**config.mk**
```make
export PLATFORM = sky130hd
export DESIGN_NAME = nn_layer_sequencer
export DESIGN_NICKNAME = d
export VERILOG_FILES = /design/src/rtl/nn_layer_sequencer.sv
export SDC_FILE = /design/constraint.sdc
export NUM_CORES = 1
export LEC_CHECK = 0
export BUFFER_PORTS_ARGS = -buffer_cell sky130_fd_sc_hd__buf_2
export CORE_AREA = 4 4 72 74
export DETAILED_ROUTE_END_ITERATION = 8
export DIE_AREA = 0 0 76 78
export PLACE_DENSITY = 0.68
export SKIP_CTS_REPAIR_TIMING = 1
export SYNTH_ARGS = -nofsm -noshare
export SYNTH_HDL_FRONTEND = slang
export SYNTH_SLANG_ARGS = --single-unit
```
**constraint.sdc**
```tcl
create_clock -name clk -period 4.85 [get_ports clk]
set_clock_uncertainty 0.2 [all_clocks]
set_input_delay 0.2425 -clock clk [delete_from_list [all_inputs] [get_ports clk]]
set_output_delay 0.2425 -clock clk [all_outputs]
set_load 0.005 [all_outputs]
```
**src/rtl/nn_layer_sequencer.sv**
```systemverilog
// Control sequencer for the 15-node feedforward classifier: steps the shared MAC
// array through four layers, then argmax-reduces the outputs. Define NN_ARGMAX_EN
// to compile in the ARGMAX state and comparator; otherwise classification is 0.
module nn_layer_sequencer #(
  parameter int IN_LEN     = 257,
  parameter int HID_LEN    = 16,
  parameter int NUM_LAYERS = 4,
  parameter int ADR_LEN    = 9,
  parameter int NUM_OUT    = 10
) (
  input  logic                  clk,
  input  logic                  reset,
  input  logic                  start,
  output logic                  busy,
  output logic                  done,
  output logic [ADR_LEN-1:0]    adr,
  output logic [1:0]            layer,
  output logic                  src1_sel,
  output logic                  we,
  output logic                  clear,
  input  logic [NUM_OUT*16-1:0] out_vals,
  output logic [NUM_OUT-1:0]    classification,
  output logic                  class_valid
);

`ifdef NN_ARGMAX_EN
  typedef enum logic [2:0] {S_IDLE, S_MUL, S_WB, S_CLR, S_ARGMAX, S_DONE} state_t;
  localparam int KW = $clog2(NUM_OUT);
  logic [KW-1:0] k_q, k_d;
`else
  typedef enum logic [2:0] {S_IDLE, S_MUL, S_WB, S_CLR, S_DONE} state_t;
`endif

  state_t             state_q, state_d;
  logic [ADR_LEN-1:0] adr_q, adr_d;
  logic [1:0]         layer_q, layer_d;
  logic               class_valid_q, class_valid_d;
  logic [ADR_LEN-1:0] last_adr;

  // Layer 0 walks the image plus bias row; later layers walk the hidden rows.
  assign last_adr = (layer_q == 2'd0) ? ADR_LEN'(IN_LEN - 1) : ADR_LEN'(HID_LEN - 1);

  // NOTE: every always_comb output gets a default first so no path leaves it unassigned (no latches).
  always_comb begin
    state_d       = state_q;
    adr_d         = adr_q;
    layer_d       = layer_q;
    class_valid_d = class_valid_q;
    unique case (state_q)
      S_IDLE: begin
        adr_d   = '0;
        layer_d = '0;
        if (start) begin
          state_d       = S_MUL;
          class_valid_d = 1'b0;
        end
      end
      S_MUL: begin
        if (adr_q == last_adr) begin
          adr_d   = '0;
          state_d = S_WB;
        end else begin
          adr_d = adr_q + 1'b1;
        end
      end
      S_WB: state_d = S_CLR;
      S_CLR: begin
        if (layer_q != 2'(NUM_LAYERS - 1)) begin
          layer_d = layer_q + 2'd1;
          state_d = S_MUL;
        end else begin
`ifdef NN_ARGMAX_EN
          state_d = S_ARGMAX;
`else
          state_d       = S_DONE;
          class_valid_d = 1'b1;
`endif
        end
      end
`ifdef NN_ARGMAX_EN
      S_ARGMAX: begin
        if (k_q == KW'(NUM_OUT - 1)) begin
          state_d       = S_DONE;
          class_valid_d = 1'b1;
        end
      end
`endif
      S_DONE: begin
        state_d = S_IDLE;
        layer_d = '0;
      end
      default: state_d = S_IDLE;
    endcase
  end

  // NOTE: sequential state uses non-blocking assignments so all registers update from pre-edge values.
  always_ff @(posedge clk or posedge reset) begin
    if (reset) begin
      state_q       <= S_IDLE;
      adr_q         <= '0;
      layer_q       <= '0;
      class_valid_q <= 1'b0;
    end else begin
      state_q       <= state_d;
      adr_q         <= adr_d;
      layer_q       <= layer_d;
      class_valid_q <= class_valid_d;
    end
  end

  assign busy        = (state_q != S_IDLE);
  assign done        = (state_q == S_DONE);
  assign we          = (state_q == S_WB);
  assign clear       = (state_q == S_IDLE) || (state_q == S_CLR);
  assign adr         = adr_q;
  assign layer       = layer_q;
  assign src1_sel    = (layer_q != 2'd0);
  assign class_valid = class_valid_q;

`ifdef NN_ARGMAX_EN
  logic signed [15:0] vals [NUM_OUT];
  logic signed [15:0] best_q, best_d;
  logic [KW-1:0]      best_idx_q, best_idx_d;
  logic [NUM_OUT-1:0] class_q, class_d;

  always_comb begin
    for (int i = 0; i < NUM_OUT; i++) vals[i] = out_vals[16*i +: 16];
  end

  // Strict greater-than keeps the lowest index on ties; k=0 seeds best.
  always_comb begin
    k_d        = k_q;
    best_d     = best_q;
    best_idx_d = best_idx_q;
    class_d    = class_q;
    if (state_q == S_IDLE && start) class_d = '0;
    if (state_q == S_CLR) k_d = '0;
    if (state_q == S_ARGMAX) begin
      k_d = k_q + 1'b1;
      if (k_q == '0 || vals[k_q] > best_q) begin
        best_d     = vals[k_q];
        best_idx_d = k_q;
      end
      if (k_q == KW'(NUM_OUT - 1)) class_d = NUM_OUT'(1) << best_idx_d;
    end
  end

  always_ff @(posedge clk or posedge reset) begin
    if (reset) begin
      k_q        <= '0;
      best_q     <= '0;
      best_idx_q <= '0;
      class_q    <= '0;
    end else begin
      k_q        <= k_d;
      best_q     <= best_d;
      best_idx_q <= best_idx_d;
      class_q    <= class_d;
    end
  end

  assign classification = class_q;
`else
  logic unused_out_vals;
  assign unused_out_vals = ^out_vals;
  assign classification  = '0;
`endif

endmodule

```
==> out/results.env <==
RUN_STATUS='complete, no violations'
DIE_HEIGHT_UM=78
TIMING.SETUP.CRITICAL_PATH_CLASS='reg2out'
SYNTH.AVG_CELL_AREA_UM2=8.81
CRIT_SLOWEST_CELL='sky130_fd_sc_hd__nor2_1'
NETLIST.AREA_LEADER.SHARE_PCT=41.0
WORST_HOLD_SLACK_NS=0.133
POSTSYNTHREGISTERBITS=15
DR.PASS1.ITERS=4
PWR_DENSITY_CELL_nW_PER_UM2=376
SEQUENTIAL_ELEMENT_SHARE_OF_THE_SYNTHESIZED_AREA_PCT=41.0
YOSYS_MOST_USED_DFF='sky130_fd_sc_hd__dfrtp_1'
CLK_TRANSITION_REPORTED_PATHS_NS=0.06
GRT_FIRST_PASS_WIRELENGTH_MM=3.58
BUSIEST_LAYER='met2'
SYNTH_ENABLE_FLOP_CELLS=0
GRT_USE_TOTAL_PCT=7.44
FLOORPLAN.IO_PINS=190
WORST_IR_DROP_VDD_V=0.000174
TIMING.FINAL.CRIT_SHARE_PCT=44.9
INSERTION_DELAY_NS=0.25
WIRE_PER_INST_UM=12.0
POWER.CLOCK.FRACTION_PCT=26.0
FIRST_GLOBAL_VIAS=781
N_FILL_CELL=503
H_TREE_DEPTH=1
SYNTHCELLS=104
CRITPATHMAXFANOUT=15
SLEW-LIMIT-HEADROOM_PCT=50.8
POST_SYNTH_INSTANCE_AREA_UM2=916
VIAS_PER_CELL=4.36
TOTALWIRELENGTH_MM=2.12
GRT_OVERFLOW=0
PWR-SHARE-COMB_PCT=26.1
GLOBAL_ROUTING_USAGE_ON_MET3_PCT=1.62
DESIGN.FINAL.NETS=290
CORE.ROWCOUNT=25
POWER.SWITCHING_FRACTION_PCT=35.1
POST-ROUTE-WORST-SETUP-SLACK_NS=2.67
POST_SYNTH_NUM_CELL_TYPES=34
TRITONCTS='done'
SYNTH.AREA.TOP_CELLS='sky130_fd_sc_hd__dfrtp_1, sky130_fd_sc_hd__buf_4, sky130_fd_sc_hd__xor2_1, sky130_fd_sc_hd__nand2_1, sky130_fd_sc_hd__ha_1'
GLOBAL_ROUTE.USAGE.MET1_PCT=8.92
CP_REQUIRED_NS=4.41
FLOORPLAN.DIE_AREA_UM2=5930
GLOBALROUTEMET2UTIL_PCT=12.2
P_SWITCHING_uW=142
GRT_SETUP_UNREPAIRED='no'
DETAILEDPLACE.WORSTSLACK_NS=2.71
DP.CELLS=172
FINALMAXSLEWVIOLATIONS=0
GRT_MAX_DEGREE=16
POWER.LEAKAGE_uW=0.000536
HOLD_VIOLATIONS=0
DRC=0
FINAL.MIN_CLOCK_PERIOD_NS=2.18
AREA.GROWTH.SYNTH_TO_FINAL_PCT=17.6
ARRIVAL_NS=1.74
CLOCKBUFFERDEPTH=2
FP.DIEW_UM=76
CRITICAL_PATH.ENDPOINT_TYPE='primary output'
CTS_NUM_SINKS=15
LAYOUT.CELLS.NON_FILLER=177
PLACE.GP.CONGESTION=0.813
CP-START-KIND='flip-flop'
CTS_INSERTED_BUFFERS=3
SLOWEST_DELAY_NS=0.65
SHARE_OF_POST_ROUTE_CELLS_WITH_DRIVE_STRENGTH_ABOVE_1_PCT=21.1
TIGHTESTPINTRANSITION_NS=0.735
ASYNC_FLOP_SHARE_PCT=100
NUM_ANTENNA_CELLS=0
SETUP-VIOLATIONS-FINAL=0
VIAS=771
POSTROUTEANTENNANETS=0
DETAILEDROUTE.FIRSTITERATIONVIOLATIONS=13
P_INT_uW=263
MAXCAPVIOLCOUNT=0
NUMBER_OF_ANTENNA_VIOLATIONS_AT_THE_FIRST_CHECK_IN_GLOBAL_ROUTING=0
STARTING_UTILIZATION_OF_THE_CORE_AREA_PCT=19.9
PLACEABLECOREAREA_UM2=4600
TOTAL_POWER_uW=405
DP_HPWL_MM=1.62
IO_BUF_COUNT=19
SYNTHESIS.YOSYS.WARNINGS=0
CTS-ROOT-BUF='sky130_fd_sc_hd__clkbuf_8'
MAXCLOCKFREQUENCY_MHz=459
POWER.SEQUENTIAL.FRACTION_PCT=47.9
SYNTH_AREA_LEADER_CELL='sky130_fd_sc_hd__dfrtp_1'
FINAL.SETUP.TNS_NS=0
HOLD_CLASS='in2reg'
PATH_CELLS='nor2_1 > nand2_1 > buf_2'
[stage by stage]
step	util, %	instance area, µm²
global placement	22.2	1020
floorplan	-	950
finish	23.4	1080
CTS	23.2	1070
detailed placement	22.2	1020
global route	23.4	1080
[power by group through the flow]
stage / Clock, µW / Sequential (µW) / Combinational, µW
global placement: 0 / 193 / 106
detailed placement: 0 / 195 / 106
CTS: 108 / 193 / 107
global route: 114 / 201 / 122
floorplan: 0 / 189 / 67.5
finish: 105 / 194 / 106
[flip-flops by register name, indices dropped and copies added, names as in the netlist]
name	count
state_q	3
layer	2
class_valid	1
adr	9
[per-layer routing]
metal  share of wire, %  routed length (µm)  vias to the layer above
met5                  0                   0                        -
met1                 48                1020                      359
met4                2.2                  46                        0
li1                   -                   -                      384
met2                 44                 939                       25
met3                5.2                 111                        3
[logic make-up (layout without fill, tap and decap cells)]
logic type	after synthesis	count (layout)	synth area share (%)
compound gates	25	25	16.4
buf+inv	20	30	12.4
simple gates	34	34	19.9
fa+ha+maj	3	3	4.10
flops	15	15	41.0
xor+xnor	6	6	5.74
other cells	1	10	0.409
[Yosys cell counts, drive strengths merged, types with 2 or more instances]
cell and number:
a21oi 7, a22o 2, a31oi 3, and3 2, buf 12, clkbuf 2
dfrtp 15, ha 3, inv 6, nand2 11, nand3 2, nand4 2
nor2 6, nor3 2, o21ai 8, or3 2, xor2 6
[path summary, 6_finish.rpt]
kind,depth (start not counted),start,slack (ns),end
max in group asynchronous,3,reset,3.69,class_valid
min reg2reg,1,adr[5],0.34,adr[5]
min in group asynchronous,3,reset,0.38,adr[4]
max reg2reg,6,layer[0],2.74,adr[1]
max,3,state_q[1],2.67,busy
min,4,start,0.13,class_valid
[worst max-delay path, delay by kind of cell (launching register included)]
family | cells | cell delay, ns
AND/OR/NAND/NOR | 2 | 0.78
flip-flops | 1 | 0.54
buffers and inverters | 1 | 0.16
[final cells by class]
cell class	count	area, µm²	area share [%]
clock inverters	1	5.00	0.465
flip-flops and latches	15	375	34.8
well taps	54	67.6	6.27
inverters	6	22.5	2.09
repair buffers	20	105	9.76
clock buffers	3	41.3	3.83
multi-input cells	78	460	42.7
[cell usage in the layout, fill, tap and decap left out, drive strengths merged, types with 2 or more instances in the layout]
cell type,synthesis,layout
o21ai,8,8
clkbuf,2,3
inv,6,6
a21oi,7,7
dfrtp,15,15
nor2,6,6
or3,2,2
ha,3,3
nor3,2,2
and3,2,2
xor2,6,6
buf,12,19
nand3,2,2
a22o,2,2
a31oi,3,3
nand4,2,2
nand2,11,11
conb,1,10
Power figures use the tool's default switching activity.
